**src/rtl/fetch_redirect.sv**
```systemverilog
// IF/ID pipeline latch with branch/JAL/JR/HLT resolution.
// Drives redirects back to fetch and squashes the wrong-path slot.
module fetch_redirect (
  input  logic        clk,
  input  logic        rst,
  input  logic [15:0] instr_in,
  input  logic [15:0] pc_in,
  input  logic        stall_in,
  input  logic        flags_valid,
  input  logic        zr,
  input  logic        neg,
  input  logic        ov,
  input  logic        jr_valid,
  input  logic [15:0] jr_data,
  output logic [15:0] instr_out,
  output logic [15:0] pc_out,
  output logic        valid_out,
  output logic        fetch_stall,
  output logic        PCSrc,
  output logic [15:0] bAddress,
  output logic        takeJump,
  output logic [15:0] jrValue,
  output logic        hlt
);

  typedef enum logic [2:0] {
    RUN,
    WAIT_FLAGS,
    WAIT_REG,
    SQUASH,
    HALTED
  } state_e;

  state_e      state_q, state_d;
  logic [15:0] instr_q, instr_d;
  logic [15:0] pc_q, pc_d;
  logic        valid_q, valid_d;

  logic [3:0]  opc;
  logic [2:0]  cnd;
  logic        live;
  logic        is_br, is_jal, is_jr, is_hlt;
  logic        cond_ok, br_ready;
  logic        wait_br, wait_jr;
  logic        take_br, take_j, go;
  logic [15:0] br_tgt, jal_tgt;

  always_comb begin
    opc     = instr_q[15:12];
    cnd     = instr_q[11:9];
    live    = valid_q && (state_q != SQUASH)
              && (state_q != HALTED);
    is_br   = live && (opc == 4'hC);
    is_jal  = live && (opc == 4'hD);
    is_jr   = live && (opc == 4'hE);
    is_hlt  = live && (opc == 4'hF);
    br_tgt  = pc_q + 16'd1
              + {{7{instr_q[8]}}, instr_q[8:0]};
    jal_tgt = pc_q + 16'd1 + {4'h0, instr_q[11:0]};
    unique case (cnd)
      3'b000:  cond_ok = !zr;
      3'b001:  cond_ok = zr;
      3'b010:  cond_ok = !zr && !neg;
      3'b011:  cond_ok = neg;
      3'b100:  cond_ok = zr || !neg;
      3'b101:  cond_ok = neg || zr;
      3'b110:  cond_ok = ov;
      default: cond_ok = 1'b1;
    endcase
    // cond 111 is unconditional and never waits on flags
    br_ready = (cnd == 3'b111) || flags_valid;
    wait_br  = is_br && !br_ready;
    wait_jr  = is_jr && !jr_valid;
    take_br  = is_br && br_ready && cond_ok;
    take_j   = is_jal || (is_jr && jr_valid);
    go       = !rst && !stall_in;
  end

  always_ff @(posedge clk) begin
    if (rst) begin
      state_q <= RUN;
      instr_q <= '0;
      pc_q    <= '0;
      valid_q <= 1'b0;
    end else begin
      state_q <= state_d;
      instr_q <= instr_d;
      pc_q    <= pc_d;
      valid_q <= valid_d;
    end
  end

  always_comb begin
    state_d = state_q;
    instr_d = instr_q;
    pc_d    = pc_q;
    valid_d = valid_q;
    if (!stall_in) begin
      unique case (state_q)
        RUN, WAIT_FLAGS, WAIT_REG: begin
          if (wait_br) begin
            state_d = WAIT_FLAGS;
          end else if (wait_jr) begin
            state_d = WAIT_REG;
          end else if (is_hlt) begin
            state_d = HALTED;
            valid_d = 1'b0;
          end else begin
            instr_d = instr_in;
            pc_d    = pc_in;
            valid_d = !(take_br || take_j);
            state_d = (take_br || take_j) ? SQUASH : RUN;
          end
        end
        SQUASH: begin
          instr_d = instr_in;
          pc_d    = pc_in;
          valid_d = 1'b1;
          state_d = RUN;
        end
        HALTED: begin
          valid_d = 1'b0;
        end
        default: state_d = RUN;
      endcase
    end
  end

  always_comb begin
    instr_out   = instr_q;
    pc_out      = pc_q;
    valid_out   = valid_q;
    PCSrc       = go && take_br;
    takeJump    = go && take_j;
    bAddress    = PCSrc ? br_tgt : 16'h0000;
    jrValue     = '0;
    if (takeJump)
      jrValue = is_jal ? jal_tgt : jr_data;
    hlt         = !rst && ((state_q == HALTED)
                  || (go && is_hlt));
    fetch_stall = !rst && (stall_in || wait_br
                  || wait_jr || (state_q == HALTED));
  end

endmodule

```
**config.mk**
```make
export PLATFORM = sky130hd
export DESIGN_NAME = fetch_redirect
export DESIGN_NICKNAME = d
export VERILOG_FILES = /design/src/rtl/fetch_redirect.sv
export SDC_FILE = /design/constraint.sdc
export NUM_CORES = 1
export LEC_CHECK = 0
export ABC_CLOCK_PERIOD_IN_PS = 4250
export BUFFER_PORTS_ARGS = -buffer_cell sky130_fd_sc_hd__buf_2
export CORE_MARGIN = 3
export CORE_UTILIZATION = 49
export DETAILED_ROUTE_END_ITERATION = 10
export HOLD_SLACK_MARGIN = 0.02
export PLACE_DENSITY_LB_ADDON = 0.2
export SYNTH_ARGS = -nofsm -noshare
export SYNTH_HDL_FRONTEND = slang
export SYNTH_SLANG_ARGS = --single-unit
```
**constraint.sdc**
```tcl
create_clock -name clk -period 4.25 [get_ports clk]
set_clock_uncertainty 0.2 [all_clocks]
set_input_delay 0.6375 -clock clk [delete_from_list [all_inputs] [get_ports clk]]
set_output_delay 0.6375 -clock clk [all_outputs]
set_load 0.02 [all_outputs]
```
==> impl_metrics.env, run 1 <==
export IMPL_wl_per_cell_um=14.6
export IMPL_ant_nets=0
export IMPL_drive_gt1_share_pct=30.1
export IMPL_cts_tree="yes"
export IMPL_cts_buffer_depth=2
export IMPL_ys_seq_elements=36
export IMPL_cp_required_ps=3410
export IMPL_die_h_um=84.4
export IMPL_finalPower_uw=874
export IMPL_post_route_util_pct=67.5
export IMPL_maxSlewHeadroom_pct=29.4
export IMPL_grt_total_usage_pct=24.2
export IMPL_h_tree_depth=2
export IMPL_die_area_mm2=0.00712
export IMPL_drt_wl_total_mm=9.06
export IMPL_p_leak_nw=1.91
export IMPL_diodes=0
export IMPL_fmax_mhz=246
export IMPL_cts_sink_count=36
export IMPL_status="complete, no violations"
export IMPL_globalRouteOverflowTotal=0
export IMPL_postLayoutCellArea_mm2=0.00385
export IMPL_power_frac_seq_pct=43.8
export IMPL_fp_dieW_um=84.4
export IMPL_powerDensity_mw_per_mm2=227
export IMPL_nNetsFinal=625
export IMPL_grt_met2_usage_pct=41.1
export IMPL_crit_top_cell="nor2_1"
export IMPL_layout_common_cells="123 x buf_2, 96 x nand2_1, 67 x a21oi_1"
export IMPL_grt_pass1_vias=3201
export IMPL_first_pass_iters=5
export IMPL_start_kind="flip-flop"
export IMPL_finalSetupViolations=0
export IMPL_endpoint_kind="output pin"
export IMPL_clockRootBuffer="clkbuf_8"
export IMPL_syn_cell_area_mm2=0.00301
export IMPL_area_growth_pct=28.0
export IMPL_layout_cells_most_common="buf_2"
export IMPL_synth_edff_count=0
export IMPL_drc=0
export IMPL_numCtsBuffers=5
export IMPL_core_area_mm2=0.00571
export IMPL_ys_warn_count=0
export IMPL_clk_latency_ps=290
export IMPL_maxCapViolations=0
export IMPL_synthTopCellsByArea="dfxtp_1 24%, nand2_1 12%, a21oi_1 11%"
export IMPL_p_sw_uw=279
export IMPL_syn_nets=504
export IMPL_ys_types=53
export IMPL_synth_cells=428
export IMPL_intPower_uw=595
export IMPL_dp_slack_ps=348
export IMPL_grt_pass1_wl_mm=14.6
export IMPL_io_pins=125
export IMPL_avgSynthCellArea_um2=7.03
export IMPL_drtIter0Drc=190
export IMPL_dp_hpwl_mm=7.04
export IMPL_vias=3504
export IMPL_min_path_cells=2
export IMPL_via_per_inst=5.64
export IMPL_min_period_over_period_pct=95.5
export IMPL_ir_drop_mv=0.197
export IMPL_tightest_slew_ps=1060
export IMPL_grt_max_degree=40
export IMPL_place_gp_congestion=0.918
export IMPL_arrival_ps=3220
export IMPL_grt_use_met3_pct=4.81
export IMPL_start_util_pct=52.7
export IMPL_clk_pin_slew_ps=70
export IMPL_setup_slack_ps=190
export IMPL_antenna_found_initial=0
export IMPL_crit_slowest_cell="dfxtp_2"
export IMPL_finalMaxSlewViolations=0
export IMPL_slowest_delay_ps=390
export IMPL_combPwrFrac_pct=25.9
export IMPL_met1_usage_pct=30.7
export IMPL_synth_top_area_share_pct=24.0
export IMPL_switching_share_pct=31.9
export IMPL_ys_flop_type="dfxtp_1"
export IMPL_synthArstFlopShare_pct=0
export IMPL_worstPathMaxFanout=7
export IMPL_num_rows=27
export IMPL_clkPwrFrac_pct=30.3
export IMPL_placed_area_mm2=0.00367
export IMPL_grt_busiest_layer="met2"
export IMPL_hold_viol=0
export IMPL_port_buffer_count=124
export IMPL_path_cells="and4_4 -> nand3_2 -> nor2_1 -> xor2_1 -> ha_1 -> and2_1 -> a221oi_2 -> a21boi_2 -> nor2_1 -> o21ai_0 -> a32o_1 -> buf_2"
export IMPL_ys_seq_area_share_pct=24.0
export IMPL_setup_worst_path_class="reg -> out"
export IMPL_hp_class="reg -> reg"
export IMPL_yosys_area_top_type="dfxtp_1"
export IMPL_fin_crit_ps=4060
export IMPL_r2r_cells=7
-- layout make-up --
class | instances | area, um^2
Fill cell | 499 | 1860
Sequential cell | 36 | 734
Multi-Input combinational cell | 364 | 2210
Timing Repair Buffer | 131 | 676
Inverter | 11 | 41.3
Clock buffer | 7 | 96.3
Tap cell | 72 | 90.1
-- logic make-up (layout without fill, tap and decap cells) --
kind of cell | Yosys count | count (layout) | synth area share, %
compound gates | 118 | 118 | 24.1
xor+xnor | 30 | 30 | 8.73
fa+ha+maj | 20 | 20 | 8.57
buf+inv | 28 | 149 | 3.83
flops | 36 | 36 | 24.0
simple gates | 196 | 196 | 30.9
-- path summary, 6_finish.rpt --
| kind | slack (ps) | from | to |
|---|---|---|---|
| worst min register to register | 270 | instr_out[14]$_SDFFE_PP0P_ | instr_out[14]$_SDFFE_PP0P_ |
| worst max register to register | 1500 | instr_out[13]$_SDFFE_PP0P_ | pc_out[1]$_SDFFE_PP0P_ |
| worst max-delay path | 190 | pc_out[2]$_SDFFE_PP0P_ | jrValue[13] |
| worst min-delay path | 270 | instr_out[14]$_SDFFE_PP0P_ | instr_out[14]$_SDFFE_PP0P_ |
-- per-layer routing --
layer	share of wire [%]	vias to the layer above
met5	0	-
met2	47	169
met1	42	1571
li1	-	1746
met3	8.8	18
met4	1.9	0
-- flip-flops by register name, indices dropped and copies added (netlist names) --
register,flops
valid_out,1
pc_out,16
state_q,3
instr_out,16
-- cells in the mapped netlist, types with 5 or more instances --
library cell  count
nand2_1          96
clkbuf_1          9
or3_1             5
nor3_1            9
nor2b_1           6
a21o_1            6
o21ai_0           9
nand3_1          13
dfxtp_1          36
xnor2_1          17
ha_1             19
inv_1            11
xor2_1           13
and2_1           12
nor2_1           28
a21oi_1          67
buf_2             5
-- power by group through the flow --
stage               sequential [mW]  combinational (mW)  clock, mW
finish                        0.383               0.226      0.265
global route                  0.386               0.249      0.283
CTS                           0.381               0.219      0.265
detailed placement            0.389               0.218          0
global placement              0.388               0.213          0
floorplan                     0.403               0.126          0
-- what timing repair did --
| action | 4_1_cts | 5_1_grt |
|---|---|---|
| buffers inserted | 0 | 4 |
| hold buffers | 0 | 0 |
| resized for setup | 0 | 20 |
| endpoints found under the setup margin | 0 | 12 |
-- critical path, delay by kind of cell, from the launching register on --
family                     cells  cell delay [ps]
and+or+nand+nor                5              890
AOI/OAI and AO/OA              4              830
DFF                            1              390
adders and majority gates      1              350
xor gates and xnor gates       1              310
buffers and inverters          1              160
-- stage by stage --
stage / std cells / hold slack (ps) / TNS, ps
after floorplan: 428 / 267 / 0
after CTS: 617 / 276 / 0
after detailed placement: 610 / 265 / 0
after global placement: 610 / 259 / 0
after global routing: 621 / 305 / -3.62
final: 621 / 270 / 0
No activity file was read; power rests on OpenSTA's default activity.
==> inputs of run 2 (changes only) <==
Settings changed: BUFFER_PORTS_ARGS -buffer_cell sky130_fd_sc_hd__buf_2 to -buffer_cell sky130_fd_sc_hd__buf_4.
==> run 2 against run 1 <==
Net effect:
- via count shrank 2.4%
- routed wire length grew 0.24%
- highest routed layer unchanged
- non-clock buffer count shrank 3
- critical path type unchanged
==> impl_metrics.env, run 2 (synthesis gave the netlist of run 1 again) <==
export IMPL_drive_gt1_share_pct=29.3
export IMPL_start_util_pct=52.7
export IMPL_layout_cells_most_common="buf_4"
export IMPL_ant_nets=0
export IMPL_rrSetupSlack_ps=1440
export IMPL_clockRootBuffer="clkbuf_8"
export IMPL_maxSlewHeadroom_pct=25.6
export IMPL_dp_hpwl_mm=7.17
export IMPL_maxCapViolations=0
export IMPL_start_kind="flip-flop"
export IMPL_setup_worst_path_class="reg -> out"
export IMPL_ir_drop_mv=0.218
export IMPL_finalSetupViolations=0
export IMPL_cp_required_ps=3410
export IMPL_wl_met2_mm=4.38
export IMPL_arrival_ps=3210
export IMPL_final_setup_tns_ps=0
export IMPL_h_tree_depth=2
export IMPL_dpl_cell_count=609
export IMPL_r2r_cells=7
export IMPL_fp_dieW_um=84.4
export IMPL_area_growth_pct=37.8
export IMPL_vias=3421
export IMPL_place_gp_congestion=0.860
export IMPL_dr_max_layer_used="met4"
export IMPL_num_rows=27
export IMPL_clk_latency_ps=280
export IMPL_cts_hold_buf=0
export IMPL_via_per_inst=5.53
export IMPL_powerDensity_mw_per_mm2=212
export IMPL_final_cells=619
export IMPL_grt_pass1_vias=3101
export IMPL_status="complete, no violations"
export IMPL_port_buffer_count=124
export IMPL_layout_common_cells="128 x buf_4, 96 x nand2_1, 67 x a21oi_1"
export IMPL_r2r_end="pc_out[2]$_SDFFE_PP0P_"
export IMPL_antenna_found_initial=0
export IMPL_fmax_mhz=247
export IMPL_finalPower_uw=880
export IMPL_hold_viol=0
export IMPL_finalMaxSlewViolations=0
export IMPL_fin_crit_ps=4050
export IMPL_clk_pin_slew_ps=70
export IMPL_min_period_over_period_pct=95.3
export IMPL_grt_pass1_wl_mm=14.5
export IMPL_crit_path_start="pc_out[3]$_SDFFE_PP0P_"
export IMPL_tightest_slew_ps=1120
export IMPL_core_area_mm2=0.00571
export IMPL_cts_tree="yes"
export IMPL_worstPathMaxFanout=7
export IMPL_cts_buffer_depth=2
export IMPL_drt_wl_total_mm=9.08
export IMPL_wl_per_cell_um=14.7
export IMPL_critPathCapture="bAddress[15]"
export IMPL_numCtsBuffers=5
export IMPL_grt_total_usage_pct=24.0
export IMPL_first_pass_iters=4
export IMPL_hp_class="reg -> reg"
export IMPL_globalRouteOverflowTotal=0
export IMPL_endpoint_kind="output pin"
export IMPL_cts_sink_count=36
export IMPL_p_leak_nw=1.95
export IMPL_diodes=0
export IMPL_drtIter0Drc=188
export IMPL_wl_met1_mm=3.82
export IMPL_grt_max_degree=40
export IMPL_route_met3_wl_um=816
export IMPL_nNetsFinal=622
export IMPL_die_area_mm2=0.00712
export IMPL_die_h_um=84.4
export IMPL_drc=0
export IMPL_reg2reg_from="instr_out[11]$_SDFFE_PP0P_"
export IMPL_io_pins=125
[run 2: cell count changes in the layout (fill, tap and decap cells not counted), sizes merged]
cell | previous run | this run
buf | 131 | 128
clkbuf | 7 | 6
clkinv | 0 | 2
[run 2: how the worst min path moves through the flow]
stage                                    start                         end  slack (ps)  depth (start not counted)
floorplan              state_q[1]$_SDFFE_PP0P_     state_q[1]$_SDFFE_PP0P_         270                          2
CTS                 instr_out[14]$_SDFFE_PP0P_  instr_out[14]$_SDFFE_PP0P_         280                          2
global placement    instr_out[14]$_SDFFE_PP0P_  instr_out[14]$_SDFFE_PP0P_         260                          2
global route        instr_out[15]$_SDFFE_PP0P_  instr_out[15]$_SDFFE_PP0P_         300                          2
detailed placement  instr_out[14]$_SDFFE_PP0P_  instr_out[14]$_SDFFE_PP0P_         270                          2
finish              instr_out[14]$_SDFFE_PP0P_  instr_out[14]$_SDFFE_PP0P_         280                          2
[run 2: routing by layer]
metal	GRT usage (%)	vias to the layer above
li1	-	1742
met1	29.7	1535
met2	42.0	136
met3	5.89	8
met4	5.76	0
met5	0	-
[run 2: repair_timing]
action | CTS | global route
buffers inserted | 0 | 2
gates resized for setup | 0 | 20
endpoints found under the setup margin | 0 | 9
[run 2: area by class of cell]
type	instances	area, um^2
tap	72	90.1
inverter	11	41.3
clock buffer	6	82.6
sequential	36	741
clock inverter	2	10.0
fill	477	1560
multi-input combinational	364	2220
timing repair buffer	128	961
[run 2: power by group]
part	internal, mW	switching, mW
registers	0.355	0.0289
clock network	0.129	0.120
logic	0.118	0.130
[run 2: through the flow]
stage	cell area [um^2]	util [%]	hold slack (ps)	worst slack, ps
2_1_floorplan	3010	-	267	467
3_3_place_gp	3980	69.6	263	457
3_5_place_dp	3980	69.6	270	372
4_1_cts	4070	71.2	281	63.2
5_1_grt	4150	72.6	301	-68.7
6_report	4150	72.6	277	199
[run 2: critical path, cell delays in order, from the launching register on]
cell and delay [ps]:
dfxtp_2 390, and4_4 270, nand3_2 110, nor2_1 140
xor2_1 280, ha_1 340, a21o_1 230, a221o_1 380
a21oi_1 150, o21ai_0 90, a21oi_1 160, nor2_1 80
nor3b_2 170, buf_4 170
==> inputs of run 3 (changes only) <==
Settings changed: RECOVER_POWER from default to 50.
==> run 3 against run 2 <==
Net effect:
- cell area about the same
- non-clock buffer count stayed put
- cell count stayed put
- total power about the same
- sequential share of layout area about the same
- flip-flop and latch count stayed put
- count of clock-buffer cells in the layout unchanged
- first-iteration DRC count unchanged
- combinational power is essentially flat
- critical path type unchanged
- largest power group unchanged
- highest routed layer unchanged
==> impl_metrics.env, run 3 (synthesis gave the netlist of run 1 again) <==
export IMPL_area_growth_pct=37.7
export IMPL_fmax_mhz=247
export IMPL_finalMaxSlewViolations=0
export IMPL_vias=3400
export IMPL_grt_pass1_wl_mm=14.5
export IMPL_status="complete, no violations"
export IMPL_rrSetupSlack_ps=1440
export IMPL_hold_viol=0
export IMPL_drtIter0Drc=188
export IMPL_start_util_pct=52.7
export IMPL_die_area_mm2=0.00712
export IMPL_reg2reg_from="instr_out[11]$_SDFFE_PP0P_"
export IMPL_ant_nets=0
export IMPL_diodes=0
export IMPL_numCtsBuffers=5
export IMPL_start_kind="flip-flop"
export IMPL_num_rows=27
export IMPL_layout_cells_most_common="buf_4"
export IMPL_r2r_end="pc_out[2]$_SDFFE_PP0P_"
export IMPL_powerDensity_mw_per_mm2=212
export IMPL_clk_pin_slew_ps=70
export IMPL_core_area_mm2=0.00571
export IMPL_hp_class="reg -> reg"
export IMPL_nNetsFinal=622
export IMPL_crit_slowest_cell="dfxtp_2"
export IMPL_min_period_over_period_pct=95.3
export IMPL_hold_start="instr_out[14]$_SDFFE_PP0P_"
export IMPL_io_pins=125
export IMPL_setup_worst_path_class="reg -> out"
export IMPL_h_tree_depth=2
export IMPL_finalPower_uw=879
export IMPL_grt_max_degree=40
export IMPL_layout_common_cells="127 x buf_4, 96 x nand2_1, 67 x a21oi_1"
export IMPL_die_h_um=84.4
export IMPL_crit_family="compound AO/OA/AOI/OAI gates"
export IMPL_maxCapViolations=0
export IMPL_cp_required_ps=3410
export IMPL_fin_crit_ps=4050
export IMPL_placed_area_mm2=0.00398
export IMPL_r2r_cells=7
export IMPL_arrival_ps=3210
export IMPL_first_pass_iters=4
export IMPL_grt_total_usage_pct=24.0
export IMPL_drt_wl_total_mm=9.06
export IMPL_worstPathMaxFanout=7
export IMPL_holdPathEnd="instr_out[14]$_SDFFE_PP0P_"
export IMPL_grt_pass1_vias=3101
export IMPL_crit_buf_inv=1
export IMPL_via_per_inst=5.49
export IMPL_finalSetupViolations=0
export IMPL_cts_hold_buf=0
export IMPL_place_gp_congestion=0.860
export IMPL_cts_buffer_depth=2
export IMPL_cts_tree="yes"
export IMPL_cts_sink_count=36
export IMPL_endpoint_kind="output pin"
export IMPL_dp_hpwl_mm=7.17
export IMPL_port_buffer_count=124
export IMPL_path_cells="and4_4 -> nand3_2 -> nor2_1 -> xor2_1 -> ha_1 -> a21o_1 -> a221o_1 -> a21oi_1 -> o21ai_0 -> a21oi_1 -> nor2_1 -> nor3b_2 -> buf_4"
export IMPL_postLayoutCellArea_mm2=0.00414
export IMPL_slowest_delay_ps=390
export IMPL_antenna_found_initial=0
export IMPL_globalRouteOverflowTotal=0
export IMPL_ir_drop_mv=0.219
export IMPL_drc=0
export IMPL_tightest_slew_ps=1110
export IMPL_final_setup_tns_ps=0
export IMPL_wl_per_cell_um=14.6
export IMPL_p_leak_nw=1.94
export IMPL_clk_latency_ps=280
export IMPL_clockRootBuffer="clkbuf_8"
export IMPL_drive_gt1_share_pct=29.1
export IMPL_min_path_cells=2
export IMPL_maxSlewHeadroom_pct=26.1
export IMPL_fp_dieW_um=84.4
## run 3: changes by cell type in the layout (fill, tap and decap cells not counted)
cell	delta
buf_4	-1
clkbuf_1	+1
## run 3: timing repair
action,4_1_cts,5_1_grt
resized for setup,0,20
setup buffers,0,2
endpoints found under the setup margin,0,9
## run 3: worst max path at each step
| stage | start | endpoint | slack (ps) | cells after the start |
|---|---|---|---|---|
| 5_1_grt | pc_out[3]$_SDFFE_PP0P_ | bAddress[15] | -70 | 13 |
| 3_5_place_dp | pc_out[2]$_SDFFE_PP0P_ | bAddress[15] | 370 | 13 |
| 6_report | pc_out[3]$_SDFFE_PP0P_ | bAddress[15] | 200 | 13 |
| 4_1_cts | pc_out[2]$_SDFFE_PP0P_ | bAddress[15] | 60 | 13 |
| 3_3_place_gp | pc_out[2]$_SDFFE_PP0P_ | bAddress[15] | 460 | 13 |
| 2_1_floorplan | pc_out[2]$_SDFFE_PP0P_ | bAddress[14] | 470 | 11 |
## run 3: stage by stage
stage          setup WS, ps  utilization [%]  std cells  hold WS [ps]
6_report                199             72.6        619           277
5_1_grt               -68.7             72.6        619           301
4_1_cts                63.2             71.2        617           281
3_5_place_dp            372             69.6        609           270
3_3_place_gp            457             69.6        609           263
2_1_floorplan           467                -        428           267
## run 3: metal layers
| layer | track usage, % | share of wire [%] | up-vias |
|---|---|---|---|
| li1 | - | - | 1741 |
| met1 | 29.7 | 42 | 1524 |
| met2 | 42.0 | 48 | 127 |
| met3 | 5.89 | 8.9 | 8 |
| met4 | 5.76 | 0.74 | 0 |
| met5 | 0 | 0 | - |
## run 3: worst min-delay path: stages, from the launching register on
cell and delay, ps:
dfxtp_1 320, nand2_1 50, a21oi_1 50
## run 3: area by class of cell
| class | count | area (um^2) |
|---|---|---|
| clock buffer | 6 | 82.6 |
| clock inverter | 2 | 10.0 |
| fill | 477 | 1570 |
| multi-input combinational | 364 | 2220 |
| tap | 72 | 90.1 |
| inverter | 11 | 41.3 |
| sequential | 36 | 741 |
| timing repair buffer | 128 | 957 |
## run 3: where the power goes
part           internal (mW)  total, mW  switching (mW)
Sequential             0.355      0.383          0.0289
Combinational          0.117      0.247           0.130
Clock                  0.129      0.249           0.120
Total                  0.601      0.879           0.278
